<file path="src/rtl/div_pkg.sv">
// Shared constants and state encoding for the sequential restoring divider.
package div_pkg;

  localparam int DIV_WIDTH = 32;

  localparam logic [2:0] S_IDLE = 3'd0;
  localparam logic [2:0] S_PREP = 3'd1;
  localparam logic [2:0] S_CALC = 3'd2;
  localparam logic [2:0] S_FIX  = 3'd3;
  localparam logic [2:0] S_DONE = 3'd4;

  typedef enum logic [2:0] {
    ST_IDLE = S_IDLE,
    ST_PREP = S_PREP,
    ST_CALC = S_CALC,
    ST_FIX  = S_FIX,
    ST_DONE = S_DONE
  } div_state_t;

  localparam logic [DIV_WIDTH-1:0] DIV_ZERO_QUOT = {DIV_WIDTH{1'b1}};
  localparam logic [DIV_WIDTH-1:0] SIGNED_MIN    = {1'b1, {(DIV_WIDTH-1){1'b0}}};

  // Two's-complement magnitude; only negates when operating signed.
  function automatic logic [DIV_WIDTH-1:0] abs_val(input logic [DIV_WIDTH-1:0] v,
                                                   input logic is_signed_op);
    return (is_signed_op && v[DIV_WIDTH-1]) ? -v : v;
  endfunction

endpackage

</file>
<file path="src/rtl/div_restoring_step.sv">
// One radix-2 restoring iteration: shift {rem, quo} left, trial-subtract the divisor magnitude.
module div_restoring_step
  import div_pkg::*;
#(
  parameter int WIDTH = DIV_WIDTH
) (
  input  logic [WIDTH-1:0] rem_i,
  input  logic [WIDTH-1:0] quo_i,
  input  logic [WIDTH-1:0] dvs_i,
  output logic [WIDTH-1:0] rem_o,
  output logic [WIDTH-1:0] quo_o
);

  logic [WIDTH:0] rem_shift;
  logic [WIDTH:0] trial;

  // The shifted remainder can exceed WIDTH bits, so the trial is done at WIDTH+1.
  assign rem_shift = {rem_i, quo_i[WIDTH-1]};
  assign trial     = rem_shift - {1'b0, dvs_i};

  always_comb begin
    rem_o = rem_shift[WIDTH-1:0];
    quo_o = {quo_i[WIDTH-2:0], 1'b0};
    if (!trial[WIDTH]) begin
      rem_o    = trial[WIDTH-1:0];
      quo_o[0] = 1'b1;
    end
  end

endmodule

</file>
<file path="src/rtl/seq_divider_32bit.sv">
// Sequential restoring divider for RISC-V DIV/DIVU/REM/REMU; start/done handshake,
// one quotient bit per clock, with divide-by-zero and signed-overflow fast paths.
module seq_divider_32bit
  import div_pkg::*;
#(
  parameter int WIDTH = DIV_WIDTH
) (
  input  logic             clk,
  input  logic             rst,
  input  logic             start,
  input  logic             is_signed,
  input  logic [WIDTH-1:0] dividend,
  input  logic [WIDTH-1:0] divisor,
  output logic [WIDTH-1:0] quotient,
  output logic [WIDTH-1:0] remainder,
  output logic             busy,
  output logic             done
);

  localparam int CW = $clog2(WIDTH);
  localparam logic [CW-1:0] LAST_ITER = CW'(WIDTH - 1);

  div_state_t       state_q;
  logic [WIDTH-1:0] dvd_q, dvs_q, dvs_mag_q;
  logic [WIDTH-1:0] rem_q, quo_q, rem_d, quo_d;
  logic [WIDTH-1:0] quotient_q, remainder_q;
  logic [CW-1:0]    count_q;
  logic             signed_q, q_neg_q, r_neg_q, busy_q, done_q;

  div_restoring_step #(.WIDTH(WIDTH)) u_step (
    .rem_i (rem_q),
    .quo_i (quo_q),
    .dvs_i (dvs_mag_q),
    .rem_o (rem_d),
    .quo_o (quo_d)
  );

  always_ff @(posedge clk) begin
    if (rst) begin
      state_q     <= ST_IDLE;
      dvd_q       <= '0;
      dvs_q       <= '0;
      dvs_mag_q   <= '0;
      rem_q       <= '0;
      quo_q       <= '0;
      quotient_q  <= '0;
      remainder_q <= '0;
      count_q     <= '0;
      signed_q    <= 1'b0;
      q_neg_q     <= 1'b0;
      r_neg_q     <= 1'b0;
      busy_q      <= 1'b0;
      done_q      <= 1'b0;
    end else begin
      done_q <= 1'b0;
      unique case (state_q)
        ST_IDLE: begin
          if (start) begin
            dvd_q    <= dividend;
            dvs_q    <= divisor;
            signed_q <= is_signed;
            busy_q   <= 1'b1;
            state_q  <= ST_PREP;
          end
        end
        ST_PREP: begin
          q_neg_q <= signed_q & (dvd_q[WIDTH-1] ^ dvs_q[WIDTH-1]);
          r_neg_q <= signed_q & dvd_q[WIDTH-1];
          if (dvs_q == '0) begin
            quotient_q  <= DIV_ZERO_QUOT;
            remainder_q <= dvd_q;
            state_q     <= ST_DONE;
          end else if (signed_q && dvd_q == SIGNED_MIN && dvs_q == '1) begin
            quotient_q  <= SIGNED_MIN;
            remainder_q <= '0;
            state_q     <= ST_DONE;
          end else begin
            rem_q     <= '0;
            quo_q     <= abs_val(dvd_q, signed_q);
            dvs_mag_q <= abs_val(dvs_q, signed_q);
            count_q   <= '0;
            state_q   <= ST_CALC;
          end
        end
        ST_CALC: begin
          rem_q   <= rem_d;
          quo_q   <= quo_d;
          count_q <= count_q + 1'b1;
          if (count_q == LAST_ITER) state_q <= ST_FIX;
        end
        ST_FIX: begin
          quotient_q  <= q_neg_q ? -quo_q : quo_q;
          remainder_q <= r_neg_q ? -rem_q : rem_q;
          state_q     <= ST_DONE;
        end
        ST_DONE: begin
          done_q  <= 1'b1;
          busy_q  <= 1'b0;
          state_q <= ST_IDLE;
        end
        default: state_q <= ST_IDLE;
      endcase
    end
  end

  assign quotient  = quotient_q;
  assign remainder = remainder_q;
  assign busy      = busy_q;
  assign done      = done_q;

endmodule

</file>
<file path="config.mk">
export PLATFORM = sky130hd
export DESIGN_NAME = seq_divider_32bit
export DESIGN_NICKNAME = d
export VERILOG_FILES = /design/src/rtl/div_pkg.sv /design/src/rtl/div_restoring_step.sv /design/src/rtl/seq_divider_32bit.sv
export SDC_FILE = /design/constraint.sdc
export NUM_CORES = 1
export LEC_CHECK = 0
export CAP_MARGIN = 20
export CORE_MARGIN = 8
export CORE_UTILIZATION = 45
export CTS_CLUSTER_SIZE = 20
export DETAILED_ROUTE_END_ITERATION = 16
export GPL_TIMING_DRIVEN = 0
export PLACE_DENSITY = 0.67
export REMOVE_ABC_BUFFERS = 1
export SLEW_MARGIN = 20
export SYNTH_ARGS = -nofsm -noshare
export SYNTH_HDL_FRONTEND = slang
export SYNTH_HIERARCHICAL = 1
export SYNTH_SLANG_ARGS = --single-unit
</file>
<file path="constraint.sdc">
create_clock -name clk -period 3.7 [get_ports clk]
set_clock_uncertainty 0.2 [all_clocks]
set_input_delay 0.74 -clock clk [delete_from_list [all_inputs] [get_ports clk]]
set_output_delay 0.74 -clock clk [all_outputs]
set_load 0.01 [all_outputs]
</file>
==> results by group <==
Run status
  – Status: complete, no violations

Logic synthesis
  – Async SR Flop Fraction: 0
  – Unique masters post-synth: just over 80
  – Avg Inst Size Synth: a little over 8 um2
  – Ys flop type: dfxtp_1
  – Count leader, synth: a21oi_1
  – Register area share after synthesis: 0.315
  – Synth Warn #: 6
  – Post-synth top cells: a21oi_1 (244), dfxtp_1 (237), nand2_1 (217), clkbuf_1 (104), xnor2_1 (96)
  – Mapped cell area: 15000 um2
  – Post-synth EDFFs: 0
  – Yosys top cell area share: 0.315
  – Area contributors post-synth: dfxtp_1 (32%), a21oi_1 (8.1%), xnor2_1 (5.6%), nand2_1 (5.4%), a211oi_1 (3.7%)
  – Gate Count Post-Synth: roughly 1.9k
  – Flops & latches, synth: between 200 and 250
  – Cell taking the most area after synthesis: dfxtp_1

Drt
  – Drt drc: 0
  – WL/cell: slightly below 20 um
  – DR vias: about 14k
  – Drt first pass iters: 5
  – Initial DRC Count: 1141
  – DR vias/cell: 6.02
  – WL final: 45300 um
  – DRT antenna net count: 0

Worst setup path
  – WS Path Type: reg -> reg
  – Worst EP required: between 3 and 4 ns
  – Reg2reg setup slack: about 0.072 ns
  – FF-to-FF Start: quo_q[31]$_SDFFE_PP0P_
  – Critical path arrival: 3.83 ns
  – Startpoint types: register
  – Max FO, Critical Path: 12
  – Reg-to-Reg End: rem_q[9]$_SDFFE_PP0P_
  – Crit end category: register
  – Register-to-Register Path Depth: 15

CTS
  – Total CTS buffers: 28
  – Clock transition at path regs: 0.06 ns
  – Htree depth: 1
  – Clk_lat worst skew: approximately 0.55 ns
  – CTS tree: built
  – Worst-case clock buffer depth: 3
  – Hold buffer count at cts: 0
  – CTS Sinks: 237
  – Clk root buf: clkbuf_16

Floorplan
  – Core area: about 33000 um2
  – Io pins: about 130
  – Initial Utilization: 0.453
  – Die height: between 150 and 200 um
  – Die area: just under 40000 um2
  – Die span in x: 199 um
  – Row count: 67

Place
  – Count of buffers from port buffering: roughly 130
  – DP Worst Slack: -0.495 ns
  – Routability cong.: ~0.89
  – DP HPWL: between 30000 and 40000 um

Power and ir drop
  – Cell Pwr Density: 490 nW/um2
  – Total power: around 8.6 mW
  – P_leak: 6.17 nW
  – VDD IR max: 381 uV

Hold path
  – HP Start: quotient[20]$_SDFFE_PP0P_
  – Hold Crit Class: reg -> reg
  – Worst hold stages: 1
  – Hold Path Sink: quotient[20]$_SDFFE_PP0P_

Timing
  – Hold Violations, Final: 0
  – Max-slew violations: 0
  – Final setup fails: 0
  – Setup WS post-layout: 0.0722 ns
  – Tmin final: around 3.6 ns
  – WHS: about 0.27 ns
  – Least-Margin Pin Slew: around 1.0 ns
  – Fin crit share: 0.980
  – Slew HR: 0.329
  – Peak Freq: around 0.28 GHz

Cells and area
  – Multi-input logic area: 9200 um2
  – Layout cell share with drive strength beyond 1: 0.0835
  – Filler cell count: approximately 3.2k
  – Final Core Density: 0.527
  – Ant diodes: 0
  – Area growth syn-to-layout: 16.3%
  – Reg area: around 4800 um2
  – Fin nets: a little under 2k

GRT
  – Remaining Overflow, GRT: 0
  – Pin count of the biggest net entering global routing: around 120
  – First-pass GRT wire length: 72300 um
  – Initial antenna violation count: 0
  – Vias in the first global route: around 13k
  – Total GRT Usage: 0.220

Job
  – Number of max-cap violations: 0
metal layers:
layer	GRT usage	routed length, um
met2	0.360	20800
met3	0.0286	2850
met5	0	0
met1	0.299	20300
met4	0.0670	1360
cells by family after synthesis:
family / after synthesis / share of synthesized area
flops: 237 / 0.315
xor+xnor: 144 / 0.0839
mux: 29 / 0.0268
compound gates: 628 / 0.272
fa+ha+maj: 40 / 0.0338
buf+inv: 246 / 0.0813
simple gates: 542 / 0.186
worst max-delay path, stage by stage, from the launching register on:
cell,delay (ns)
dfxtp_4,0.38
inv_1,0.05
ha_1,0.23
fa_2,0.37
and2b_1,0.23
o2111ai_2,0.13
a21oi_2,0.25
o2111ai_2,0.17
a211oi_2,0.28
nor2_4,0.08
mux2i_4,0.26
and2_4,0.31
inv_8,0.11
mux2_4,0.30
nand2_1,0.06
a21oi_1,0.05
power breakdown:
group | switching, mW | total [mW] | internal, mW
logic | 1.64 | 2.91 | 1.28
clock network | 1.10 | 2.76 | 1.67
registers | 0.210 | 2.90 | 2.69
sequential cells by signal, indices dropped and copies added, names as in the netlist:
name,flops
r_neg_q,1
dvd_q,32
done,1
quotient,32
busy,1
quo_q,32
dvs_q,32
q_neg_q,1
state_q,3
signed_q,1
count_q,5
dvs_mag_q,32
remainder,32
rem_q,32
worst max path at each step:
stage / from / endpoint / slack, ns / cells after the start
2_1_floorplan: state_q[1]$_SDFFE_PP0P_ / quo_q[11]$_SDFFE_PP0P_ / -2.43 / 4
3_3_place_gp: rst / quo_q[14]$_SDFFE_PP0P_ / -7.89 / 4
3_5_place_dp: quo_q[31]$_SDFFE_PP0P_ / rem_q[27]$_SDFFE_PP0P_ / -0.49 / 15
4_1_cts: quo_q[31]$_SDFFE_PP0P_ / rem_q[9]$_SDFFE_PP0P_ / 0.01 / 15
5_1_grt: quo_q[31]$_SDFFE_PP0P_ / rem_q[25]$_SDFFE_PP0P_ / -0.003 / 15
6_report: quo_q[31]$_SDFFE_PP0P_ / rem_q[9]$_SDFFE_PP0P_ / 0.07 / 15
cells in the final DEF (no fill, tap or decap), types with 33 or more instances in the layout:
master / instances
a21oi_1: 244
dfxtp_1: 231
nand2_1: 214
clkdlybuf4s50_1: 132
xnor2_1: 96
a211oi_1: 74
nand3b_1: 60
o21ai_0: 58
o211ai_1: 57
inv_1: 56
nor2_1: 48
xor2_1: 48
nand4_1: 40
ha_1: 39
nand3_1: 37
o31ai_1: 33
final cells by class:
class / instances / share of cell area
clock buffer: 41 / 0.0469
clock inverter: 7 / 0.00551
inverter: 57 / 0.0129
multi-input combinational: 1384 / 0.526
sequential: 237 / 0.272
tap: 448 / 0.0320
timing repair buffer: 166 / 0.104
timing repair inverter: 1 / 0.000644
per-stage QoR:
step / cell area [um2] / TNS [ns] / instances
2_1_floorplan: 14000 / -126.86 / 1677
3_3_place_gp: 15900 / -1120.56 / 2258
3_5_place_dp: 16400 / -12.53 / 2281
4_1_cts: 17400 / 0 / 2335
5_1_grt: 17500 / -0.00269 / 2341
6_report: 17500 / 0 / 2341
timing repair:
| item | in CTS | in global routing |
|---|---|---|
| setup endpoints to repair | 69 | 113 |
| pin swaps | 4 | 2 |
| gates resized for setup | 7 | 7 |
| cloned | 1 | 1 |
| setup buffers | 5 | 5 |
Power figures use the tool's default switching activity.
